**config.mk**
```make
export PLATFORM = sky130hd
export DESIGN_NAME = seg_scan_driver
export DESIGN_NICKNAME = d
export VERILOG_FILES = /design/src/rtl/seg_scan_driver.sv
export SDC_FILE = /design/constraint.sdc
export NUM_CORES = 1
export LEC_CHECK = 0
export BUFFER_PORTS_ARGS = -buffer_cell sky130_fd_sc_hd__buf_2
export CAP_MARGIN = 10
export CORE_AREA = 2 2 89 91
export CTS_BUF_LIST = sky130_fd_sc_hd__clkbuf_2
export DETAILED_ROUTE_END_ITERATION = 10
export DIE_AREA = 0 0 91 93
export GPL_TIMING_DRIVEN = 0
export PLACE_DENSITY_LB_ADDON = 0.12
export SYNTH_ARGS = -nofsm -noshare
export SYNTH_HDL_FRONTEND = slang
export SYNTH_SLANG_ARGS = --single-unit
```
**constraint.sdc**
```tcl
create_clock -name clk -period 3.6 [get_ports clk]
set_input_delay 0.36 -clock clk [delete_from_list [all_inputs] [get_ports clk]]
set_output_delay 0.36 -clock clk [all_outputs]
set_load 0.01 [all_outputs]
```
**src/rtl/seg_scan_driver.sv**
```systemverilog
// Multiplexed 7-segment driver: sequential double-dabble binary-to-BCD plus a digit scanner.
// Optional macro SEG_LZ_BLANK_EN blanks leading zero digits (digit 0 is always shown).
module seg_scan_driver #(
   parameter int unsigned NUM_DIGITS = 4,
   parameter int unsigned VAL_W      = 10,
   parameter int unsigned SCAN_DIV   = 1000
) (
   input  logic                  clk,
   input  logic                  rst_n,
   input  logic [VAL_W-1:0]      value_i,
   input  logic                  load_i,
   output logic                  busy_o,
   output logic                  ovf_o,
   output logic [NUM_DIGITS-1:0] digit_o,
   output logic [6:0]            seg_data_o
);

   localparam int unsigned BCD_W = 4 * NUM_DIGITS;
   localparam int unsigned IDX_W = (NUM_DIGITS > 1) ? $clog2(NUM_DIGITS) : 1;
   localparam int unsigned PRE_W = (SCAN_DIV > 1) ? $clog2(SCAN_DIV) : 1;
   localparam int unsigned CNT_W = $clog2(VAL_W + 1);

   function automatic int unsigned max_disp();
      int unsigned m;
      m = 1;
      for (int i = 0; i < int'(NUM_DIGITS); i++) m = m * 10;
      return m - 1;
   endfunction

   localparam int unsigned MAX_VAL = max_disp();

   localparam logic [1:0] IDLE   = 2'd0;
   localparam logic [1:0] CONV   = 2'd1;
   localparam logic [1:0] COMMIT = 2'd2;

   logic [1:0]            state_q;
   logic [VAL_W-1:0]      sh_q;
   logic [BCD_W-1:0]      bcd_q, bcd_adj, bcd_shift;
   logic [CNT_W-1:0]      cnt_q;
   logic                  ovf_flag_q;
   logic [BCD_W-1:0]      disp_q;
   logic                  ovf_q;
   logic                  shown_valid_q;
   logic [PRE_W-1:0]      presc_q, presc_d;
   logic [IDX_W-1:0]      idx_q, idx_d;
   logic [NUM_DIGITS-1:0] digit_q;
   logic [6:0]            seg_q, seg_d;
   logic                  tick;
   logic [3:0]            cur_nib;
   logic                  upper_zero;

   assign busy_o     = (state_q != IDLE);
   assign ovf_o      = ovf_q;
   assign digit_o    = digit_q;
   assign seg_data_o = seg_q;

   always_comb begin
      bcd_adj = '0;
      for (int i = 0; i < int'(NUM_DIGITS); i++) begin
         bcd_adj[4*i +: 4] = (bcd_q[4*i +: 4] >= 4'd5) ? bcd_q[4*i +: 4] + 4'd3 : bcd_q[4*i +: 4];
      end
      // Bit shifted out of the top nibble is dropped; only matters on overflow.
      bcd_shift = (bcd_adj << 1) | BCD_W'(sh_q[VAL_W-1]);
   end

   always_ff @(posedge clk or negedge rst_n) begin
      if (!rst_n) begin
         state_q       <= IDLE;
         sh_q          <= '0;
         bcd_q         <= '0;
         cnt_q         <= '0;
         ovf_flag_q    <= 1'b0;
         disp_q        <= '0;
         ovf_q         <= 1'b0;
         shown_valid_q <= 1'b0;
      end else begin
         case (state_q)
            IDLE: begin
               if (load_i) begin
                  sh_q       <= value_i;
                  bcd_q      <= '0;
                  cnt_q      <= '0;
                  ovf_flag_q <= (32'(value_i) > MAX_VAL);
                  state_q    <= CONV;
               end
            end
            CONV: begin
               bcd_q <= bcd_shift;
               sh_q  <= sh_q << 1;
               cnt_q <= cnt_q + 1'b1;
               if (cnt_q == CNT_W'(VAL_W - 1)) state_q <= COMMIT;
            end
            COMMIT: begin
               disp_q        <= bcd_q;
               ovf_q         <= ovf_flag_q;
               shown_valid_q <= 1'b1;
               state_q       <= IDLE;
            end
            default: state_q <= IDLE;
         endcase
      end
   end

   always_comb begin
      tick    = (presc_q == PRE_W'(SCAN_DIV - 1));
      presc_d = tick ? '0 : presc_q + 1'b1;
      idx_d   = idx_q;
      if (tick) idx_d = (idx_q == '0) ? IDX_W'(NUM_DIGITS - 1) : idx_q - 1'b1;
   end

   function automatic logic [6:0] dec7(input logic [3:0] d);
      case (d)
         4'd0:    return 7'h3F;
         4'd1:    return 7'h06;
         4'd2:    return 7'h5B;
         4'd3:    return 7'h4F;
         4'd4:    return 7'h66;
         4'd5:    return 7'h6D;
         4'd6:    return 7'h7D;
         4'd7:    return 7'h07;
         4'd8:    return 7'h7F;
         4'd9:    return 7'h6F;
         default: return 7'h00;
      endcase
   endfunction

   // Decode uses the next index so enable and data change on the same edge.
   always_comb begin
      cur_nib    = 4'd0;
      upper_zero = 1'b1;
      for (int i = 0; i < int'(NUM_DIGITS); i++) begin
         if (IDX_W'(i) == idx_d) cur_nib = disp_q[4*i +: 4];
         if (IDX_W'(i) >= idx_d && disp_q[4*i +: 4] != 4'd0) upper_zero = 1'b0;
      end
      if (!shown_valid_q) begin
         seg_d = 7'h00;
      end else if (ovf_q) begin
         seg_d = 7'h40;
      end else begin
`ifdef SEG_LZ_BLANK_EN
         seg_d = (idx_d != '0 && upper_zero) ? 7'h00 : dec7(cur_nib);
`else
         seg_d = dec7(cur_nib);
`endif
      end
   end

   always_ff @(posedge clk or negedge rst_n) begin
      if (!rst_n) begin
         presc_q <= '0;
         idx_q   <= IDX_W'(NUM_DIGITS - 1);
         digit_q <= NUM_DIGITS'(1) << (NUM_DIGITS - 1);
         seg_q   <= 7'h00;
      end else begin
         presc_q <= presc_d;
         idx_q   <= idx_d;
         digit_q <= NUM_DIGITS'(1) << idx_d;
         seg_q   <= seg_d;
      end
   end

endmodule

```
==> Word level (Yosys, flattened, before mapping) <==
Memories as Yosys holds them, arrays and structs flattened.
Index checks and enable logic that the tools add are counted.
W data, S select, Z words.
{ "totals": {"ff_bits": 72, "romBits": 112, "output_inout_bits": 13, "word_cells": 61, "mem_count": 1} }
{ "op_classes": {"n_addsub": 7, "order_cmp": 4, "eq_ne": 9, "shift": 1, "mux": 21, "bitwise": 1, "n_reduce_logical": 7} }
{ "memory_table": {"columns": ["memory", "words", "width", "read_ports", "rd_clocked_by_memory_dff", "wr", "line", "source"], "rows": [
  ["(no name shown)", 16, 7, 1, 0, 0, "112", "case (d)"]
]} }
{ "op_table": {"columns": ["cell", "count"], "rows": [
  ["$mux W4", 8],
  ["$pmux W16 S2", 1],
  ["$mux W10", 2],
  ["$pmux W10 S2", 1],
  ["$ge A4 B3 Y1 const B", 4],
  ["$mux W16", 1],
  ["$or A16 B1 Y16", 1],
  ["$add A4 B2 Y4 const B", 3],
  ["$add A10 B1 Y10 const B", 1],
  ["$eq A10 B10 Y1 const B", 1],
  ["$mux W2", 4],
  ["$pmux W4 S2", 1],
  ["$mux W7", 1],
  ["$logic_not A2 Y1", 3],
  ["$add A4 B1 Y4 const B", 1],
  ["$eq A2 B2 Y1 const A", 2],
  ["$eq A4 B4 Y1 const B", 1],
  ["$ne A2 B2 Y1 const B", 2],
  ["$pmux W2 S2", 1],
  ["$reduce_and A2 Y1", 2],
  ["$reduce_bool A2 Y1", 2],
  ["$shl A1 B2 Y4 const A", 1],
  ["$add A3 B2 Y3 const B", 1],
  ["$mux W3", 1],
  ["other kinds (4)", 4]
]} }

==> Logic depth before layout (Yosys ltp) <==
An unclocked memory read counts as a cell.
{ "logic_depth": {"word_depth": 10, "ltp_mapped": 15, "mapped_depth_nobuf": 12} }

==> Worst setup path after synthesis <==
Ideal clock, no wire load.
{ "synth_timing": {"kind": "flip-flop to flip-flop", "startpoint": "register idx_q[0]", "endpoint": "register seg_q[4], in the netlist seg_data_o[4]", "t_arrival_ns": 3.475, "required_time_ns": 3.522, "slack_ns": 0.047, "path_stages_with_launch": 15, "path_buffers": 3, "path_cell_list": "dfstp_2 clkbuf_1 buf_1 inv_1 ha_1 and4b_1 and3_1 clkbuf_1 nor2_1 o41a_1 inv_1 ha_1 inv_1 or3_1 a21boi_1"} }
{ "synth_between": {"elab_chain_len": 10, "word_cells_on_any_way": 14} }
{ "synth_rtl": {"columns": ["element", "line", "source"], "rows": [
  ["start, declared", "45", "logic [IDX_W-1:0] idx_q, idx_d;"],
  ["start signal, assigned", "151", "idx_q <= IDX_W'(NUM_DIGITS - 1);"],
  ["start signal, assigned", "156", "idx_q <= idx_d;"],
  ["$sub A2 B1 Y2 or $logic_not A2 Y1 (tied branches)", "108", "if (tick) idx_d = (idx_q == '0) ? IDX_W'(NUM_DIGITS - 1) : idx_q - 1'b1;"],
  ["$mux W2", "108", null],
  ["$mux W2 *", "108", null],
  ["$logic_not A2 Y1", "132", "if (IDX_W'(i) == idx_d) cur_nib = disp_q[4*i +: 4];"],
  ["$mux W4 (3 in a row)", "132", null],
  ["$mux W4 *", "132", null],
  ["$mem_v2 Z16 W7 *", null, null],
  ["$mux W7 *", "135", "if (!shown_valid_q) begin"],
  ["via seg_d[4]", "47", "logic [6:0] seg_q, seg_d;"],
  ["end signal, assigned", "158", "seg_q <= seg_d;"],
  ["end, declared", "47", null]
]} }
The timed path passes the listed nets; every way through them passes the cells marked *.
A chain may end at the register's enable or synchronous reset.

==> Worst setup path in the final report <==
Same ends and word-level chain as after synthesis.

==> out/metrics.yaml <==
setup_path:
  cp-start-kind: "flip-flop"
  crit_type: "reg -> reg"
  crit_fanout: 10
  worstRegToRegCells: 14
  end_kind: "flip-flop"
  arrival_ps: 3850
  required_ps: 4050
cts:
  clk_path_buf_depth: 2
  cts_num_sinks: 72
  clock_latency_ps: 500
  cts_root_buf: "clkbuf_2"
  cts_made_buffers: 9
  htree_levels: 3
  cts_tree: "built"
  clk_pin_slew_worst_paths_ps: 210
global_routing:
  grt_pass1_vias: 2755
  antenna_found_initial: 0
  grt_pass1_wl_um: 12700
  grt_use_total_pct: 18.7
  grt_overflow: 0
  grt_max_degree: 73
timing:
  post-route-period-util_pct: 94.7
  hold_ws_ps: 122
  fin_crit_ps: 3410
  clock.fmax_mhz: 293
  tightest_slew_ps: 561
  setup_viol_count_final: 0
  worst_slack_ps: 191
  rsz0062_at_grt: "no"
  clock_skew_ps: 28.2
  tns_ps: 0
  slew_viol_final: 0
  finalHoldViolCount: 0
  maxSlewHeadroom_pct: 62.4
logic_synthesis:
  synth_top_area_share_pct: 45.7
  ys_seq_elements: 72
  synth_enable_flop_cells: 0
  ys_seq_area_share_pct: 47.8
  synthFlopType: "dfrtp_1"
  syn_area_sq_um: 3780
  async_reset_ff_share_pct: 100
  synth_fp_nets: 418
  yosysWarnings: 0
  synth.avg_cell_area_sq_um: 9.74
  yosysUniqueCellTypes: 49
  synth_area_leader_cell: "dfrtp_1"
  syn_inst: 388
  synth_area_leaders: "dfrtp_1 46%, o21ai_0 6.2%, ha_1 5.6%"
final_layout:
  mostFrequentLayoutCells: "69 x dfrtp_1, 47 x o21ai_0, 42 x nand2_1"
  fin_nets: 457
  final_core_util_pct: 56.6
  mostFrequentLayoutCell: "dfrtp_1"
  register_area_sq_um: 1810
  multi_input_area_sq_um: 1830
  n_antenna_cell: 0
  syn2layout_area_growth_pct: 12.7
  drive_above_1_share_pct: 16.2
  nFillCells: 724
floorplan:
  die_area_sq_um: 8460
  start_util_pct: 50.2
  boundaryPins: 26
  core-area_sq_um: 7530
  row_count: 32
  die_h_um: 93
  die_width_um: 91
drt:
  ant_nets: 0
  num_vias: 2861
  route.detailed.drc: 0
  drtIter0Drc: 81
  dr.pass1.iters: 4
  wl_per_cell_um: 13.9
  vias_per_cell: 5.36
  wirelength_um: 7420
run_status:
  status: "completed"
placed_design:
  hpwl_um: 5060
  gp_congestion: 0.791
  portBuffers: 24
  pre_cts_slack_ps: -696
hold_path:
  hold_depth: 3
  hp-class: "in -> reg"
power:
  power_density_nw_per_um2: 675
  p_leak_nw: 1.99
  ir_worst_vdd_mv: 0.374
job:
  drv_cap: 0
[Yosys cell counts (2+ instances only)]
cell and n:
clkbuf_1 15, a31oi_1 8, o31ai_1 3, mux2_2 9
xor2_1 5, a22o_1 3, and2_1 5, a21oi_1 21
o211ai_1 4, and3_1 3, nor3_1 7, o21ai_0 47
dfrtp_1 69, inv_1 15, ha_1 17, mux2i_1 13
nor2_1 19, nand3_1 13, nor2b_1 13, a21o_1 4
buf_2 2, nand2b_1 8, a22oi_1 10, a21boi_1 2
dfstp_2 3, nand2_1 42, xnor2_1 6
[final cells by class]
| class | instances | share of cell area (%) |
|---|---|---|
| Clock inverter | 6 | 2.53 |
| Multi-Input combinational cell | 280 | 43.0 |
| Clock buffer | 10 | 1.18 |
| Sequential cell | 72 | 42.4 |
| Timing Repair Buffer | 29 | 4.29 |
| Buffer | 19 | 2.14 |
| Tap cell | 102 | 3.00 |
| Inverter | 16 | 1.47 |
[flip-flops by register name (all words and copies together), names as in the netlist]
signal,flops
bcd_q,16
idx_q,2
state_q,2
seg_data_o,7
cnt_q,4
digit_o,4
sh_q,10
shown_valid_q,1
presc_q,10
disp_q,16
[metrics by stage]
stage	cell area, sq um	cells	power (mW)
floorplan	3780	388	2.00
global placement	4030	514	2.26
detailed placement	4060	515	2.30
CTS	4230	531	2.90
global route	4260	534	3.12
finish	4260	534	2.88
[report_power, final]
group	switching, mW	total (mW)	internal (mW)
clock network	0.288	0.589	0.300
logic	0.580	1.03	0.449
registers	0.210	1.26	1.05
[critical path: stages, from the launching register on]
cell and delay (ps):
dfstp_2 630, buf_2 220, inv_1 90, ha_1 200, and4b_1 340, and3_1 240
buf_2 230, a31oi_1 100, o211ai_1 110, o41a_1 360, ha_1 260, nor2_1 60
a22oi_1 190, o211ai_1 120, a21boi_1 190
[kinds of logic (layout without fill, tap and decap cells)]
group                    count (synthesis)  in the layout  share of synthesized area (%)
AO/OA/AOI/OAI                          109            109                           17.3
XOR/XNOR                                11             11                           2.55
adder cells (fa/ha/maj)                 17             17                           5.63
buffers and inverters                   36             80                           4.11
flip-flops                              72             72                           47.8
multiplexers                            23             23                           6.52
other                                    1              1                         0.0992
AND/OR/NAND/NOR                        119            119                           16.0
[what timing repair did]
action                                 4_1_cts  5_1_grt
resized for setup                            3        3
buffers inserted                             0        3
hold buffers                                 1        0
setup endpoints to repair                    7        4
pin swaps                                    0        0
endpoints found under the hold margin       69        0
[per-layer routing]
metal  global-route usage, %  share of wire [%]
met5                       0                  0
met4                    7.58                1.6
met3                    3.22                2.5
met2                    29.6                 45
met1                    25.6                 51
[path summary, 6_finish.rpt]
| kind | from | endpoint | slack [ps] |
|---|---|---|---|
| min | value_i[6] | sh_q[6] | 120 |
| min reg2reg | presc_q[9] | presc_q[9] | 490 |
| max reg2reg | idx_q[0] | seg_data_o[4] | 190 |
| min in group asynchronous | rst_n | presc_q[6] | 390 |
| max | idx_q[0] | seg_data_o[4] | 190 |
| max in group asynchronous | rst_n | idx_q[0] | 2880 |
Power figures use the tool's default switching activity.
